## src/rtl/spi_master_tx_if.sv

```systemverilog
// Handshake and data bundle between the SPI TX shifter, its TX FIFO,
// the SPI clock generator and the transfer controller.
interface spi_master_tx_if #(
    parameter int unsigned CNT_WIDTH  = 16,
    parameter int unsigned DATA_WIDTH = 32
);
    logic                  en_i;
    logic                  tx_edge_i;
    logic                  en_quad_i;
    logic [CNT_WIDTH-1:0]  counter_in_i;
    logic                  counter_in_upd_i;
    logic [DATA_WIDTH-1:0] txdata_i;
    logic                  txdata_valid_i;
    logic                  txdata_ready_o;
    logic                  sdo0_o;
    logic                  sdo1_o;
    logic                  sdo2_o;
    logic                  sdo3_o;
    logic                  clk_en_o;
    logic                  tx_done_o;

    // Controller / FIFO / clock-generator side
    modport master (
        output en_i, tx_edge_i, en_quad_i, counter_in_i, counter_in_upd_i,
               txdata_i, txdata_valid_i,
        input  txdata_ready_o, sdo0_o, sdo1_o, sdo2_o, sdo3_o,
               clk_en_o, tx_done_o
    );

    // Transmit shifter side
    modport slave (
        input  en_i, tx_edge_i, en_quad_i, counter_in_i, counter_in_upd_i,
               txdata_i, txdata_valid_i,
        output txdata_ready_o, sdo0_o, sdo1_o, sdo2_o, sdo3_o,
               clk_en_o, tx_done_o
    );
endinterface

```

## src/rtl/spi_master_tx.sv

```systemverilog
// SPI master transmit shifter: pulls 32-bit words from the TX FIFO and
// shifts them out 1 bit (standard) or 4 bits (quad) per SPI launch edge.
module spi_master_tx #(
    parameter int unsigned CNT_WIDTH  = 16,
    parameter int unsigned DATA_WIDTH = 32
) (
    input  logic           clk_i,
    input  logic           rst_ni,
    spi_master_tx_if.slave bus
);

    typedef enum logic [1:0] {
        IDLE     = 2'd0,
        TRANSMIT = 2'd1,
        STALL    = 2'd2
    } state_e;

    state_e                r_state;
    logic [CNT_WIDTH-1:0]  r_cnt;
    logic [CNT_WIDTH-1:0]  r_tgt;
    logic [DATA_WIDTH-1:0] r_sr;
    logic                  r_quad;
    logic                  r_clk_en;

    logic [CNT_WIDTH-1:0]  w_last_cnt;
    logic                  w_step;
    logic                  w_last;
    logic                  w_word_end;
    logic                  w_done;
    logic                  w_pop;
    logic [DATA_WIDTH-1:0] w_sr_shift;

    // A zero target behaves as a single-step transfer.
    always_comb begin
        w_last_cnt = (r_tgt == '0) ? '0 : r_tgt - CNT_WIDTH'(1);
        w_step     = (r_state == TRANSMIT) && bus.tx_edge_i;
        w_last     = (r_cnt == w_last_cnt);
        w_word_end = r_quad ? (r_cnt[2:0] == 3'b111) : (r_cnt[4:0] == 5'b11111);
        w_done     = w_step && w_last;
        w_sr_shift = r_quad ? {r_sr[DATA_WIDTH-5:0], 4'b0000}
                            : {r_sr[DATA_WIDTH-2:0], 1'b0};
    end

    // Pop strobe mirrors exactly the cycles in which the FSM loads a word.
    always_comb begin
        w_pop = 1'b0;
        case (r_state)
            IDLE:     w_pop = bus.en_i && bus.txdata_valid_i;
            TRANSMIT: w_pop = w_step && !w_last && w_word_end && bus.txdata_valid_i;
            STALL:    w_pop = bus.txdata_valid_i;
            default:  w_pop = 1'b0;
        endcase
        w_pop = w_pop && rst_ni;
    end

    always_ff @(posedge clk_i or negedge rst_ni) begin
        if (!rst_ni) begin
            r_state  <= IDLE;
            r_cnt    <= '0;
            r_tgt    <= '0;
            r_sr     <= '0;
            r_quad   <= 1'b0;
            r_clk_en <= 1'b0;
        end else begin
            case (r_state)
                IDLE: begin
                    r_clk_en <= 1'b0;
                    if (bus.counter_in_upd_i) begin
                        r_tgt <= bus.en_quad_i ? (bus.counter_in_i >> 2) : bus.counter_in_i;
                    end
                    if (bus.en_i && bus.txdata_valid_i) begin
                        r_sr     <= bus.txdata_i;
                        r_quad   <= bus.en_quad_i;
                        r_cnt    <= '0;
                        r_state  <= TRANSMIT;
                        r_clk_en <= 1'b1;
                    end
                end
                TRANSMIT: begin
                    if (bus.tx_edge_i) begin
                        if (w_last) begin
                            // Residual bits of a partial last word are dropped here.
                            r_sr     <= '0;
                            r_cnt    <= '0;
                            r_state  <= IDLE;
                            r_clk_en <= 1'b0;
                        end else begin
                            r_cnt <= r_cnt + CNT_WIDTH'(1);
                            if (w_word_end && bus.txdata_valid_i) begin
                                r_sr <= bus.txdata_i;
                            end else if (w_word_end) begin
                                r_sr     <= w_sr_shift;
                                r_state  <= STALL;
                                r_clk_en <= 1'b0;
                            end else begin
                                r_sr <= w_sr_shift;
                            end
                        end
                    end
                end
                STALL: begin
                    if (bus.txdata_valid_i) begin
                        r_sr     <= bus.txdata_i;
                        r_state  <= TRANSMIT;
                        r_clk_en <= 1'b1;
                    end
                end
                default: begin
                    r_state  <= IDLE;
                    r_clk_en <= 1'b0;
                end
            endcase
        end
    end

    assign bus.txdata_ready_o = w_pop;
    assign bus.tx_done_o      = w_done && rst_ni;
    assign bus.clk_en_o       = r_clk_en;
    assign bus.sdo0_o         = r_quad ? r_sr[DATA_WIDTH-4] : r_sr[DATA_WIDTH-1];
    assign bus.sdo1_o         = r_quad & r_sr[DATA_WIDTH-3];
    assign bus.sdo2_o         = r_quad & r_sr[DATA_WIDTH-2];
    assign bus.sdo3_o         = r_quad & r_sr[DATA_WIDTH-1];

endmodule

```

## src/flat_wrapper.sv

```systemverilog
// flat-port wrapper written by rule: the top's interface ports become plain ports
module spi_master_tx_flat 
#(
    parameter int unsigned CNT_WIDTH  = 16,
    parameter int unsigned DATA_WIDTH = 32
)
  (clk_i, rst_ni, bus_en_i, bus_tx_edge_i, bus_en_quad_i, bus_counter_in_i, bus_counter_in_upd_i, bus_txdata_i, bus_txdata_valid_i, bus_txdata_ready_o, bus_sdo0_o, bus_sdo1_o, bus_sdo2_o, bus_sdo3_o, bus_clk_en_o, bus_tx_done_o);
  spi_master_tx_if #(.CNT_WIDTH(CNT_WIDTH), .DATA_WIDTH(DATA_WIDTH)) bus_i ();
  input  logic clk_i;
  input  logic rst_ni;
  input wire logic [$bits(bus_i.en_i)-1:0] bus_en_i;
  input wire logic [$bits(bus_i.tx_edge_i)-1:0] bus_tx_edge_i;
  input wire logic [$bits(bus_i.en_quad_i)-1:0] bus_en_quad_i;
  input wire logic [$bits(bus_i.counter_in_i)-1:0] bus_counter_in_i;
  input wire logic [$bits(bus_i.counter_in_upd_i)-1:0] bus_counter_in_upd_i;
  input wire logic [$bits(bus_i.txdata_i)-1:0] bus_txdata_i;
  input wire logic [$bits(bus_i.txdata_valid_i)-1:0] bus_txdata_valid_i;
  output wire logic [$bits(bus_i.txdata_ready_o)-1:0] bus_txdata_ready_o;
  output wire logic [$bits(bus_i.sdo0_o)-1:0] bus_sdo0_o;
  output wire logic [$bits(bus_i.sdo1_o)-1:0] bus_sdo1_o;
  output wire logic [$bits(bus_i.sdo2_o)-1:0] bus_sdo2_o;
  output wire logic [$bits(bus_i.sdo3_o)-1:0] bus_sdo3_o;
  output wire logic [$bits(bus_i.clk_en_o)-1:0] bus_clk_en_o;
  output wire logic [$bits(bus_i.tx_done_o)-1:0] bus_tx_done_o;
  assign bus_i.en_i = bus_en_i;
  assign bus_i.tx_edge_i = bus_tx_edge_i;
  assign bus_i.en_quad_i = bus_en_quad_i;
  assign bus_i.counter_in_i = bus_counter_in_i;
  assign bus_i.counter_in_upd_i = bus_counter_in_upd_i;
  assign bus_i.txdata_i = bus_txdata_i;
  assign bus_i.txdata_valid_i = bus_txdata_valid_i;
  assign bus_txdata_ready_o = bus_i.txdata_ready_o;
  assign bus_sdo0_o = bus_i.sdo0_o;
  assign bus_sdo1_o = bus_i.sdo1_o;
  assign bus_sdo2_o = bus_i.sdo2_o;
  assign bus_sdo3_o = bus_i.sdo3_o;
  assign bus_clk_en_o = bus_i.clk_en_o;
  assign bus_tx_done_o = bus_i.tx_done_o;
  spi_master_tx #(.CNT_WIDTH(CNT_WIDTH), .DATA_WIDTH(DATA_WIDTH)) u_core (.clk_i(clk_i), .rst_ni(rst_ni), .bus(bus_i));
endmodule
```

## config.mk

```make
export PLATFORM = sky130hd
export DESIGN_NAME = spi_master_tx_flat
export DESIGN_NICKNAME = d
export VERILOG_FILES = /design/src/rtl/spi_master_tx_if.sv /design/src/rtl/spi_master_tx.sv /design/src/flat_wrapper.sv
export SDC_FILE = /design/constraint.sdc
export NUM_CORES = 1
export LEC_CHECK = 0
export CORE_MARGIN = 5
export CORE_UTILIZATION = 46
export CTS_CLUSTER_SIZE = 8
export DETAILED_ROUTE_END_ITERATION = 16
export GPL_ROUTABILITY_DRIVEN = 0
export PLACE_DENSITY = 0.68
export SYNTH_ARGS = -nofsm -noshare
export SYNTH_HDL_FRONTEND = slang
export SYNTH_SLANG_ARGS = --single-unit
```

## constraint.sdc

```tcl
create_clock -name clk_i -period 4.47 [get_ports clk_i]
set_input_delay 0.447 -clock clk_i [delete_from_list [all_inputs] [get_ports clk_i]]
set_output_delay 0.447 -clock clk_i [all_outputs]
set_load 0.05 [all_outputs]
```

# After elaboration in Yosys (flattened, before gate mapping)
# Index checks and enable logic that the tools add are counted.
# word_totals
register_bits	68
in_bits	55
output_inout_bits	7
# op_classes
addsub	2
n_eq_ne	10
muxes	30
bitwise_logic	3
reduce_logical	20
# ops
operator	n
$mux W32	6
$pmux W32 S3	1
$mux W16	5
$pmux W16 S2	1
$add A16 B1 Y16 const B	1
$eq A16 B16 Y1	1
$logic_not A16 Y1	1
$sub A16 B1 Y16 const B	1
$mux W2	6
$logic_and A1 B1 Y1	9
$mux W1	8
$reduce_and A4 Y1	2
$pmux W1 S3	2
$pmux W2 S3	1
$eq A5 B5 Y1 const B	1
$reduce_and A5 Y1	1
$ne A2 B2 Y1 const B	2
$reduce_and A2 Y1	2
$and A1 B1 Y1	3
$eq A3 B3 Y1 const B	1
$ne A3 B1 Y1 const B	1
$ne A3 B2 Y1 const B	1
$reduce_and A3 Y1	1
$reduce_bool A3 Y1	1
6 further kinds	6

# Logic depth before layout (Yosys ltp)
# Gate-level depths: netlist (run 1).
# depth
word_depth	9
mapped_depth	14

# Least setup slack after synthesis (run 1)
# OpenSTA, ideal clock, no wires.
# synth_timing
kind	flip-flop to output port
start	register u_core.r_tgt[0]
end	output port bus_txdata_ready_o
arrival_ps	3345
t_required_ps	4023
slack_ps	678
path_stages_with_launch	14
path_buffers	3
cell_sequence	dfrtp_1 -> buf_6 -> inv_1 -> ha_1 -> or3b_2 -> nor3_4 -> and2_1 -> clkbuf_1 -> a22o_1 -> a2111oi_4 -> o2111ai_1 -> buf_4 -> o211ai_1 -> a21oi_1
# synth_between
elab_chain_cells	9
# synth_lines
item	line_no	rtl
from (decl)	spi_master_tx.sv:20	logic [CNT_WIDTH-1:0] r_tgt;
from (signal assigned)	spi_master_tx.sv:69	r_tgt <= bus.en_quad_i ? (bus.counter_in_i >> 2) : bus.counter_in_i;
$sub A16 B1 Y16 / $logic_not A16 Y1 (equally long branches)	spi_master_tx.sv:35	w_last_cnt = (r_tgt == '0) ? '0 : r_tgt - CNT_WIDTH'(1);
$mux W16 *	spi_master_tx.sv:35	
$eq A16 B16 Y1 *	spi_master_tx.sv:37	w_last = (r_cnt == w_last_cnt);
$logic_not A1 Y1 *	spi_master_tx.sv:49	TRANSMIT: w_pop = w_step && !w_last && w_word_end && bus.txdata_valid_i;
$logic_and A1 B1 Y1 * (3 in series)	spi_master_tx.sv:49	
$pmux W1 S3 *	spi_master_tx.sv:47	case (r_state)
$logic_and A1 B1 Y1 *	spi_master_tx.sv:53	w_pop = w_pop && rst_ni;
to (decl)	flat_wrapper.sv:18	output wire logic [$bits(bus_i.txdata_ready_o)-1:0] bus_txdata_ready_o;
# Every way passes the cells marked *; elsewhere a longest branch is shown, timed or not.

# Worst setup path in the final report (run 1)
# layout_timing
start	register u_core.r_tgt[0]
end	output port bus_tx_done_o
# layout_between
elab_chain_cells	5
# layout_lines
item	line_no	rtl
$sub A16 B1 Y16 / $logic_not A16 Y1 (equally long branches)	spi_master_tx.sv:35	
$mux W16 *	spi_master_tx.sv:35	
$eq A16 B16 Y1 *	spi_master_tx.sv:37	
$logic_and A1 B1 Y1 *	spi_master_tx.sv:39	w_done = w_step && w_last;
$logic_and A1 B1 Y1 *	spi_master_tx.sv:117	assign bus.tx_done_o = w_done && rst_ni;
to (decl)	flat_wrapper.sv:24	output wire logic [$bits(bus_i.tx_done_o)-1:0] bus_tx_done_o;
# Marks and branches as above.

==> results of run 1 <==
-- worst paths after layout --
check                                start           endpoint  slack [ns]  depth (start not counted)
min                                 rst_ni  u_core.r_state[0]        0.05                          1
min in group clk_i          u_core.r_sr[1]     u_core.r_sr[1]        0.56                          2
min reg2reg                 u_core.r_sr[1]     u_core.r_sr[1]        0.56                          2
max reg2reg                u_core.r_tgt[0]    u_core.r_cnt[1]        0.85                         11
max                        u_core.r_tgt[0]      bus_tx_done_o        0.28                         11
max in group asynchronous           rst_ni   u_core.r_cnt[11]        3.63                          2
-- Yosys cell counts (2+ instances only) --
library cell / count / area (µm²)
a211o_1: 2 / 17.5
o31ai_1: 3 / 22.5
inv_1: 8 / 30.0
ha_1: 4 / 50.1
nor4_1: 5 / 31.3
nand4b_1: 2 / 17.5
o21ai_1: 9 / 45.0
or4_1: 3 / 22.5
and2_1: 6 / 37.5
buf_6: 4 / 45.0
nand2_1: 31 / 116
nand2b_1: 4 / 25.0
buf_2: 2 / 10.0
xnor2_1: 12 / 105
o211ai_1: 3 / 22.5
o311ai_1: 2 / 17.5
mux2_2: 3 / 33.8
or3_1: 5 / 31.3
and3_1: 5 / 31.3
nand3_1: 13 / 65.1
xor2_1: 10 / 87.6
a22oi_1: 3 / 22.5
a21o_1: 2 / 15.0
o2111ai_1: 4 / 35.0
clkbuf_1: 41 / 154
a21oi_1: 86 / 430
nor2b_1: 3 / 18.8
mux2i_1: 45 / 450
a32oi_1: 4 / 35.0
o21ai_0: 35 / 175
a31oi_1: 2 / 12.5
dfrtp_1: 68 / 1700
nor3b_1: 5 / 37.5
nand4_1: 5 / 31.3
nor2_1: 89 / 334
nor3_1: 9 / 45.0
a211oi_1: 29 / 218
buf_1: 2 / 7.51
nand3b_1: 4 / 30.0
-- cells by family after synthesis --
group                      after synthesis  synth area share [%]
AOI/OAI and AO/OA                      200                  25.3
buffers and inverters                   58                  5.19
DFF                                     68                  34.8
muxes                                   48                  9.89
xor gates and xnor gates                23                  4.40
and+or+nand+nor                        196                  19.5
adders and majority gates                4                  1.02
-- registers in the layout, summed over array words and instances (netlist names) --
signal,count
u_core.bus.clk_en_o,1
u_core.r_cnt,16
u_core.r_quad,1
u_core.r_sr,32
u_core.r_state,2
u_core.r_tgt,16
-- critical path, cell delays in order (launching register included) --
cell     delay, ns
dfrtp_1       0.47
inv_1         0.10
ha_1          0.23
or3b_2        0.55
nor3_4        0.26
and2_1        0.35
o21ai_0       0.19
a32oi_2       0.38
nand2_4       0.20
nor2_1        0.25
and3_1        0.26
buf_12        0.15
-- what timing repair did --
item,in CTS,in global routing
setup endpoints to repair,0,1
buffers inserted,0,1
gates resized for setup,0,2
-- power by group --
group / leakage, nW / switching [mW] / internal [mW] / total, mW
registers: 0.776 / 0.350 / 0.852 / 1.20
logic: 1.35 / 0.762 / 0.682 / 1.44
clock network: 0.0920 / 0.251 / 0.215 / 0.466
total: 2.22 / 1.36 / 1.75 / 3.11
-- metal layers --
metal	vias to the layer above	track usage [%]	wire, µm
met5	-	0	0
met4	0	8.65	317
met3	27	4.06	769
met2	134	32.0	6080
met1	2228	31.7	6370
li1	2234	-	-
-- stage by stage --
stage / instance area (µm²) / worst slack, ns / util [%]
global route: 5740 / 0.0407 / 55.3
CTS: 5720 / 0.231 / 55.2
detailed placement: 5540 / 0.627 / 53.4
global placement: 5540 / 0.714 / 53.4
floorplan: 4890 / 0.678 / -
finish: 5740 / 0.279 / 55.3
-- final cells by class --
class,count,share of cell area [%]
Tap cell,136,2.96
Clock inverter,6,0.698
Timing Repair Buffer,71,12.0
Inverter,8,0.523
Clock buffer,10,2.40
Multi-Input combinational cell,471,51.8
Sequential cell,68,29.7
==> results by group, run 1 <==
Clock tree
  – Largest buffer count on any clock path: 2
  – Clk Latency, worst-skew pair: 0.35 ns
  – CTS tree: yes
  – Worst-path clk slew: 0.08 ns
  – CTS sink count: 68
  – CTS H-tree depth: 3
  – Root Buffer: clkbuf_8
  – Num CTS Buffers: 9
  – # hold bufs at CTS: 0

Cells and area
  – Finished Layout Cells: 770
  – NumNets Final: 688
  – Leading cell type in the layout, fill and taps excluded: nor2_1
  – Multi-input gate area: 0.00297 mm²
  – FF+latch area: 0.00170 mm²
  – Most frequent cells in the layout: 88 x nor2_1, 86 x a21oi_1, 67 x dfrtp_1
  – Share of cells above drive strength 1: 7.57%
  – # diodes: 0
  – Area Overhead vs Synth: 17.3%
  – # fillers: 1000

Timing
  – Final period util: 93.8%
  – Fmax: 239 MHz
  – Unrepaired setup endpoints after global routing: no
  – Slew Limit Fails: 0
  – Setup_tns: 0 ns
  – Min Hold Slack: 0.0536 ns
  – Tmin final: 4.19 ns
  – Final Skew: 0.0132 ns
  – Endpoints failing hold: 0
  – Worst Tran Pin Value: 1.10 ns
  – Max-slew headroom: 26.6%
  – Setup violators final: 0

Synth
  – Async S/R FF share, synth: 100%
  – Post-Synthesis Cells: 597
  – Syn Area/Cell: 8.20 µm²
  – Synthesis Warnings: 0
  – Post-Syn Nets: 656
  – Mapped cell area: 0.00489 mm²
  – #FFs+latches synth: 68
  – Netlist cell types: 64
  – Fraction of the yosys area taken by sequential cells: 34.8%
  – Post-synth EDFFs: 0
  – Top_reg_cell synth: dfrtp_1

Status
  – Status: finished, final reports clean

Floorplan
  – Full die area: 0.0128 mm²
  – Initial Util: 47.2%
  – Die H: 113 µm
  – Chip width: 113 µm
  – Area of the core: 0.0104 mm²
  – Row count: 37
  – IO Count: 62

Detailed routing
  – Initial DRC count: 295
  – Routed vias/inst: 6.00
  – ANT nets after route: 0
  – 1st-pass router iterations: 4
  – Remaining DRCs: 0
  – Post-Route WL: 13.5 mm
  – DR vias: 4623
  – WL/cell: 17.6 µm

Setup path
  – CP required: 4.02 ns
  – Setup Crit Path Kind: flop to output pin
  – Crit path launch type: flop
  – Crit end category: output pin
  – Crit-path max FO: 18
  – Worst EP arrival: 3.74 ns

Power and ir drop
  – Pleak: 2.22 nW
  – PwrDens: 542 mW/mm²
  – Max VDD drop: 258 µV
  – Pwr Total: 3.11 mW

GRT
  – Initial antenna violation count: 0
  – Total track usage: 21.8%
  – Pin count of the biggest net entering global routing: 58
  – Congestion Overflow GR: 0
  – Vias in the first global route: 4604
  – Global-route wire length before repair: 23.1 mm

Placed design
  – Dpl cells: 753
  – HPWL after DPL: 9.36 mm
  – IO Port Bufs: 61

Job
  – Max-capacitance violation count: 0

Min path
  – Path category of the worst min-delay check: primary input to async pin
No activity file was read; power rests on OpenSTA's default activity.
==> run 2: changes to the inputs <==
==> constraint.sdc (replaced) <==
create_clock -name clk_i -period 4.9 [get_ports clk_i]
set_input_delay 0.49 -clock clk_i [delete_from_list [all_inputs] [get_ports clk_i]]
set_output_delay 0.49 -clock clk_i [all_outputs]
set_load 0.05 [all_outputs]
==> run 2 against run 1 <==
Compared with the run above: clock power is 8.8% lower; power is 9.8% lower; critical path depth stayed put; global-route usage is 1.1 points lower; first-iteration DRC count is 71% higher; design area is 1.0% lower; sequential share of layout area is 0.30 points higher; non-clock buffer count is 4 lower; via count is 0.45% lower; register-to-register slack better by 0.50 ns.
==> results by group, run 2 (synthesized netlist as in run 1, its figures left out) <==
Timing
  – Setup_tns: 0 ns (unchanged)
  – Max-slew headroom: 21.6% (-5.0 points)
  – Slew Limit Fails: 0 (unchanged)
  – Worst Tran Pin Value: 1.17 ns (+0.0719 ns)
  – Final period util: 91.1%
  – Unrepaired setup endpoints after global routing: no
  – Setup violators final: 0 (unchanged)
  – Endpoints failing hold: 0 (unchanged)
  – Tmin final: 4.47 ns
  – Fmax: 224 MHz
  – Final Skew: 0.0105 ns (-0.00266 ns)

Setup path
  – Cells on worst reg2reg path: 11 (unchanged)
  – CP top delay family: simple AND/OR/NAND/NOR gates
  – CP max-delay cell: clkdlybuf4s50_1
  – RR Startpoint: u_core.r_tgt[0]
  – CP required: 4.41 ns (+0.39 ns)
  – Reg2reg setup slack: 1.35 ns (+0.50 ns)
  – R2r endpoint: u_core.r_cnt[3]
  – Setup Crit Path Kind: flop to output pin
  – Crit end category: output pin
  – Crit-path max FO: 9 (-9)
  – Crit path launch type: flop
  – Worst EP arrival: 3.98 ns (+0.24 ns)
  – WP buf/inv: 2 (unchanged)
  – Crit-path cells: inv_1 > ha_1 > or3b_2 > nor3_4 > and2_1 > a22o_1 > a2111oi_4 > o2111ai_2 > o211ai_1 > a21oi_1 > clkdlybuf4s50_1
  – CP peak stage delay: 0.86 ns (+0.31 ns)

Cells and area
  – Multi-input gate area: 0.00296 mm² (-0.42%)
  – Share of cells above drive strength 1: 6.19% (-1.4 points)
  – Top reg by flops: u_core.r_sr
  – Layout Utilization: 54.8% (-0.56 points)
  – Most frequent cells in the layout: 88 x nor2_1, 86 x a21oi_1, 67 x dfrtp_1
  – NumNets Final: 684 (-0.58%)
  – Largest registers: u_core.r_sr: 32 flops, u_core.r_cnt: 16 flops, u_core.r_tgt: 16 flops
  – FF+latch area: 0.00170 mm² (unchanged)
  – # diodes: 0 (unchanged)
  – Max reg flops: 32 (unchanged)
  – Leading cell type in the layout, fill and taps excluded: nor2_1
  – Area Overhead vs Synth: 16.1%
  – # fillers: 995 (-0.50%)

Floorplan
  – IO Count: 62 (unchanged)
  – Row count: 37 (unchanged)
  – Full die area: 0.0128 mm² (unchanged)
  – Area of the core: 0.0104 mm² (unchanged)
  – Die H: 113 µm (unchanged)
  – Initial Util: 47.2% (unchanged)
  – Chip width: 113 µm (unchanged)

GRT
  – Total track usage: 20.8% (-1.1 points)
  – Congestion Overflow GR: 0 (unchanged)
  – Global-route wire length before repair: 21.8 mm (-5.6%)
  – Pin count of the biggest net entering global routing: 69 (+19%)
  – Vias in the first global route: 4312 (-6.3%)
  – Initial antenna violation count: 0 (unchanged)

Detailed routing
  – ANT nets after route: 0 (unchanged)
  – Routed wl met3: 729 µm (-5.2%)
  – Initial DRC count: 505 (+71%)
  – Routed vias/inst: 6.01 (about the same)
  – Wl on met1: 6.41 mm (+0.57%)
  – DR top layer: met4
  – WL met2: 5.85 mm (-3.7%)
  – DR vias: 4602 (-0.45%)
  – Remaining DRCs: 0 (unchanged)
  – WL/cell: 17.2 µm (-2.3%)
  – 1st-pass router iterations: 5 (+1)
  – Post-Route WL: 13.2 mm (-2.8%)

Job
  – Max-capacitance violation count: 0 (unchanged)

Clock tree
  – # hold bufs at CTS: 0 (unchanged)
  – CTS sink count: 68 (unchanged)
  – Post_cts resized: 0 (unchanged)
  – Largest buffer count on any clock path: 2 (unchanged)
  – Worst-path clk slew: 0.08 ns (about the same)
  – CTS H-tree depth: 3 (unchanged)
  – Clk Latency, worst-skew pair: 0.36 ns (about the same)
  – Post-CTS Setup Bufs: 0 (unchanged)
  – Root Buffer: clkbuf_8
  – Num CTS Buffers: 9 (unchanged)
  – CTS tree: yes

Status
  – Status: finished, final reports clean

Placed design
  – IO Port Bufs: 61 (unchanged)
  – HPWL after DPL: 8.92 mm (-4.7%)

Min path
  – Path category of the worst min-delay check: primary input to async pin

Power and ir drop
  – Pleak: 2.18 nW (-1.6%)
  – PwrDens: 494 mW/mm² (-8.9%)
  – Max VDD drop: 260 µV (+0.78%)
run 2: changes by cell type in the layout (fill, tap and decap cells not counted), sizes merged:
| cell | previous run | this run |
|---|---|---|
| buf | 13 | 8 |
| clkinvlp | 1 | 0 |
| clkdlybuf4s50 | 58 | 59 |
| clkbuf | 10 | 14 |
| clkinv | 5 | 2 |
run 2: cell type report:
| cell class | instances | share of cell area, % |
|---|---|---|
| multi-input combinational | 471 | 52.1 |
| inverter | 8 | 0.529 |
| clock inverter | 2 | 0.176 |
| timing repair buffer | 67 | 11.4 |
| clock buffer | 14 | 2.86 |
| sequential | 68 | 30.0 |
| tap | 136 | 2.99 |
run 2: per-stage QoR:
step | hold WS [ns] | instances | setup WS, ns | total power, mW | cell area (µm²)
after CTS | 0.478 | 766 | 0.424 | 2.81 | 5680
after global placement | 0.533 | 750 | 0.846 | 2.35 | 5510
after global routing | 0.516 | 766 | 0.198 | 3.03 | 5680
after floorplan | 0.194 | 597 | 1.06 | 2.03 | 4890
after detailed placement | 0.545 | 750 | 0.818 | 2.37 | 5510
final | 0.418 | 766 | 0.435 | 2.81 | 5680
run 2: layer usage:
metal / vias up / GRT usage, %
li1: 2224 / -
met5: - / 0
met4: 0 / 5.77
met3: 11 / 4.39
met1: 2220 / 30.5
met2: 147 / 30.8
run 2: power breakdown:
group / switching, mW / internal, mW / leakage [nW] / total [mW]
clock: 0.215 / 0.211 / 0.0905 / 0.425
sequential: 0.314 / 0.778 / 0.776 / 1.09
combinational: 0.674 / 0.616 / 1.32 / 1.29
total: 1.20 / 1.60 / 2.18 / 2.81
run 2: worst max-delay path by stage:
stage / startpoint / end / slack (ns) / depth (start not counted)
after floorplan: u_core.r_tgt[0] / bus_txdata_ready_o / 1.06 / 13
after global placement: u_core.r_tgt[0] / bus_txdata_ready_o / 0.85 / 11
after detailed placement: u_core.r_tgt[0] / bus_txdata_ready_o / 0.82 / 11
after CTS: u_core.r_tgt[0] / bus_txdata_ready_o / 0.42 / 11
after global routing: u_core.r_tgt[0] / bus_txdata_ready_o / 0.20 / 11
final: u_core.r_tgt[0] / bus_txdata_ready_o / 0.43 / 11
==> run 3: changes to the inputs <==
==> constraint.sdc (replaced) <==
create_clock -name clk_i -period 5.61 [get_ports clk_i]
set_input_delay 0.561 -clock clk_i [delete_from_list [all_inputs] [get_ports clk_i]]
set_output_delay 0.561 -clock clk_i [all_outputs]
set_load 0.05 [all_outputs]
==> run 3 against run 2 <==
Compared with the run above: core utilization up 0.28 points; power down 11%; clock skew up 0.0067 ns; global-route usage up 0.66 points; critical path depth up 1; combinational power down 12%; sequential share of layout area down 0.15 points; count of clock-buffer cells in the layout down 3; via count up 0.17%; highest routed layer unchanged; cell count unchanged.
==> results by group, run 3 (synthesized netlist as in run 1, its figures left out) <==
Cells and area
  – NumNets Final: 685 (+0.15%)
  – Most frequent cells in the layout: 88 x nor2_1, 86 x a21oi_1, 67 x dfrtp_1
  – # fillers: 1011 (+1.6%)
  – Largest registers: u_core.r_sr: 32 flops, u_core.r_cnt: 16 flops, u_core.r_tgt: 16 flops
  – Leading cell type in the layout, fill and taps excluded: nor2_1
  – Top reg by flops: u_core.r_sr
  – Share of cells above drive strength 1: 6.35% (+0.16 points)
  – Max reg flops: 32 (unchanged)
  – Cell area after layout: 0.00571 mm² (+0.51%)
  – # diodes: 0 (unchanged)
  – Area Overhead vs Synth: 16.7%
  – Layout Utilization: 55.1% (+0.28 points)

Timing
  – Worst Tran Pin Value: 1.18 ns (+0.00361 ns)
  – Setup_tns: 0 ns (unchanged)
  – Unrepaired setup endpoints after global routing: no
  – Setup violators final: 0 (unchanged)
  – Tmin final: 4.90 ns
  – Post-layout worst setup margin: 0.709 ns (+0.274 ns)
  – Slew Limit Fails: 0 (unchanged)
  – Final period util: 87.4%
  – Fmax: 204 MHz
  – Final Skew: 0.0173 ns (+0.00675 ns)
  – Max-slew headroom: 21.4% (-0.24 points)
  – Endpoints failing hold: 0 (unchanged)

Placed design
  – IO Port Bufs: 61 (unchanged)
  – HPWL after DPL: 9.16 mm (+2.7%)
  – Placement Setup Slack: 1.10 ns (+0.283 ns)
  – Cell Area, Placed: 0.00552 mm² (+0.18%)

Clock tree
  – Worst-path clk slew: 0.07 ns (about the same)
  – CTS H-tree depth: 3 (unchanged)
  – Post-CTS Setup Bufs: 0 (unchanged)
  – Root Buffer: clkbuf_8
  – # hold bufs at CTS: 0 (unchanged)
  – Num CTS Buffers: 9 (unchanged)
  – Largest buffer count on any clock path: 2 (unchanged)
  – CTS tree: yes
  – CTS sink count: 68 (unchanged)
  – Clk Latency, worst-skew pair: 0.35 ns (about the same)
  – Post_cts resized: 0 (unchanged)

Setup path
  – Crit end category: output pin
  – Crit path launch type: flop
  – Crit-path max FO: 19 (+10)
  – Cells on worst reg2reg path: 12 (+1)
  – Setup Crit Path Kind: flop to output pin
  – Reg2reg setup slack: 1.99 ns (+0.64 ns)
  – RR Startpoint: u_core.r_tgt[0]
  – Worst EP arrival: 4.34 ns (+0.36 ns)
  – Crit path launch: u_core.r_tgt[0]
  – CP required: 5.05 ns (+0.64 ns)
  – R2r endpoint: u_core.r_sr[1]
  – Crit path to: bus_tx_done_o

Min path
  – Path category of the worst min-delay check: primary input to async pin

Detailed routing
  – Initial DRC count: 369 (-27%)
  – ANT nets after route: 0 (unchanged)
  – Routed vias/inst: 6.02 (+0.17%)
  – 1st-pass router iterations: 5 (unchanged)
  – DR vias: 4610 (+0.17%)
  – Remaining DRCs: 0 (unchanged)
  – WL/cell: 17.3 µm (+0.98%)
  – Post-Route WL: 13.3 mm (+0.98%)

GRT
  – Congestion Overflow GR: 0 (unchanged)
  – Initial antenna violation count: 0 (unchanged)
  – Total track usage: 21.4% (+0.66 points)
  – Pin count of the biggest net entering global routing: 58 (-16%)
  – Vias in the first global route: 4545 (+5.4%)
  – Global-route wire length before repair: 22.7 mm (+4.0%)

Floorplan
  – Chip width: 113 µm (unchanged)
  – Row count: 37 (unchanged)
  – Die H: 113 µm (unchanged)
  – IO Count: 62 (unchanged)
  – Area of the core: 0.0104 mm² (unchanged)
  – Initial Util: 47.2% (unchanged)
  – Full die area: 0.0128 mm² (unchanged)

Power and ir drop
  – Pwr Total: 2.50 mW (-11%)
  – Pleak: 2.19 nW (+0.14%)
  – PwrDens: 438 mW/mm² (-11%)
  – Max VDD drop: 210 µV (-19%)

Status
  – Status: finished, final reports clean

Job
  – Max-capacitance violation count: 0 (unchanged)
-- run 3: worst min path at each step --
stage                          from             endpoint
floorplan                    rst_ni  u_core.bus.clk_en_o
global placement    u_core.r_sr[31]      u_core.r_sr[31]
detailed placement   u_core.r_sr[1]       u_core.r_sr[1]
CTS                          rst_ni      u_core.r_tgt[9]
global route                 rst_ni      u_core.r_tgt[9]
finish                       rst_ni      u_core.r_tgt[9]
-- run 3: per-stage QoR --
step | hold WS, ns | std cells
2_1_floorplan | 0.265 | 597
3_3_place_gp | 0.532 | 751
3_5_place_dp | 0.542 | 751
4_1_cts | 0.378 | 766
5_1_grt | 0.434 | 766
6_report | 0.356 | 766
-- run 3: cell type report --
| class | count | area [µm²] | share of cell area (%) |
|---|---|---|---|
| clock buffer | 11 | 141 | 2.48 |
| clock inverter | 4 | 50.0 | 0.876 |
| inverter | 8 | 30.0 | 0.526 |
| multi-input combinational | 471 | 2960 | 51.8 |
| sequential | 68 | 1700 | 29.8 |
| tap | 136 | 170 | 2.98 |
| timing repair buffer | 68 | 658 | 11.5 |
-- run 3: worst max-delay path, cell delays in order, from the launching register on --
cell	delay, ns
dfrtp_1	0.47
inv_1	0.10
ha_1	0.23
or3b_2	0.55
nor3_4	0.26
nand2_1	0.19
a211o_1	0.29
a221oi_1	0.30
o2111ai_2	0.15
buf_4	0.23
nor2_1	0.20
and3_1	0.21
clkdlybuf4s50_1	0.81
-- run 3: routing by layer --
layer | part of all wire (%) | track usage, % | wire length [µm] | up-vias
met5 | 0 | 0 | 0 | -
met4 | 2.2 | 8.65 | 287 | 0
met3 | 5.5 | 3.16 | 724 | 21
met2 | 44 | 30.1 | 5890 | 140
met1 | 48 | 32.7 | 6380 | 2223
li1 | - | - | - | 2226
-- run 3: where the power goes --
group | switching, mW | internal [mW] | total (mW)
Combinational | 0.601 | 0.539 | 1.14
Sequential | 0.274 | 0.679 | 0.954
Clock | 0.194 | 0.215 | 0.409
Total | 1.07 | 1.43 | 2.50
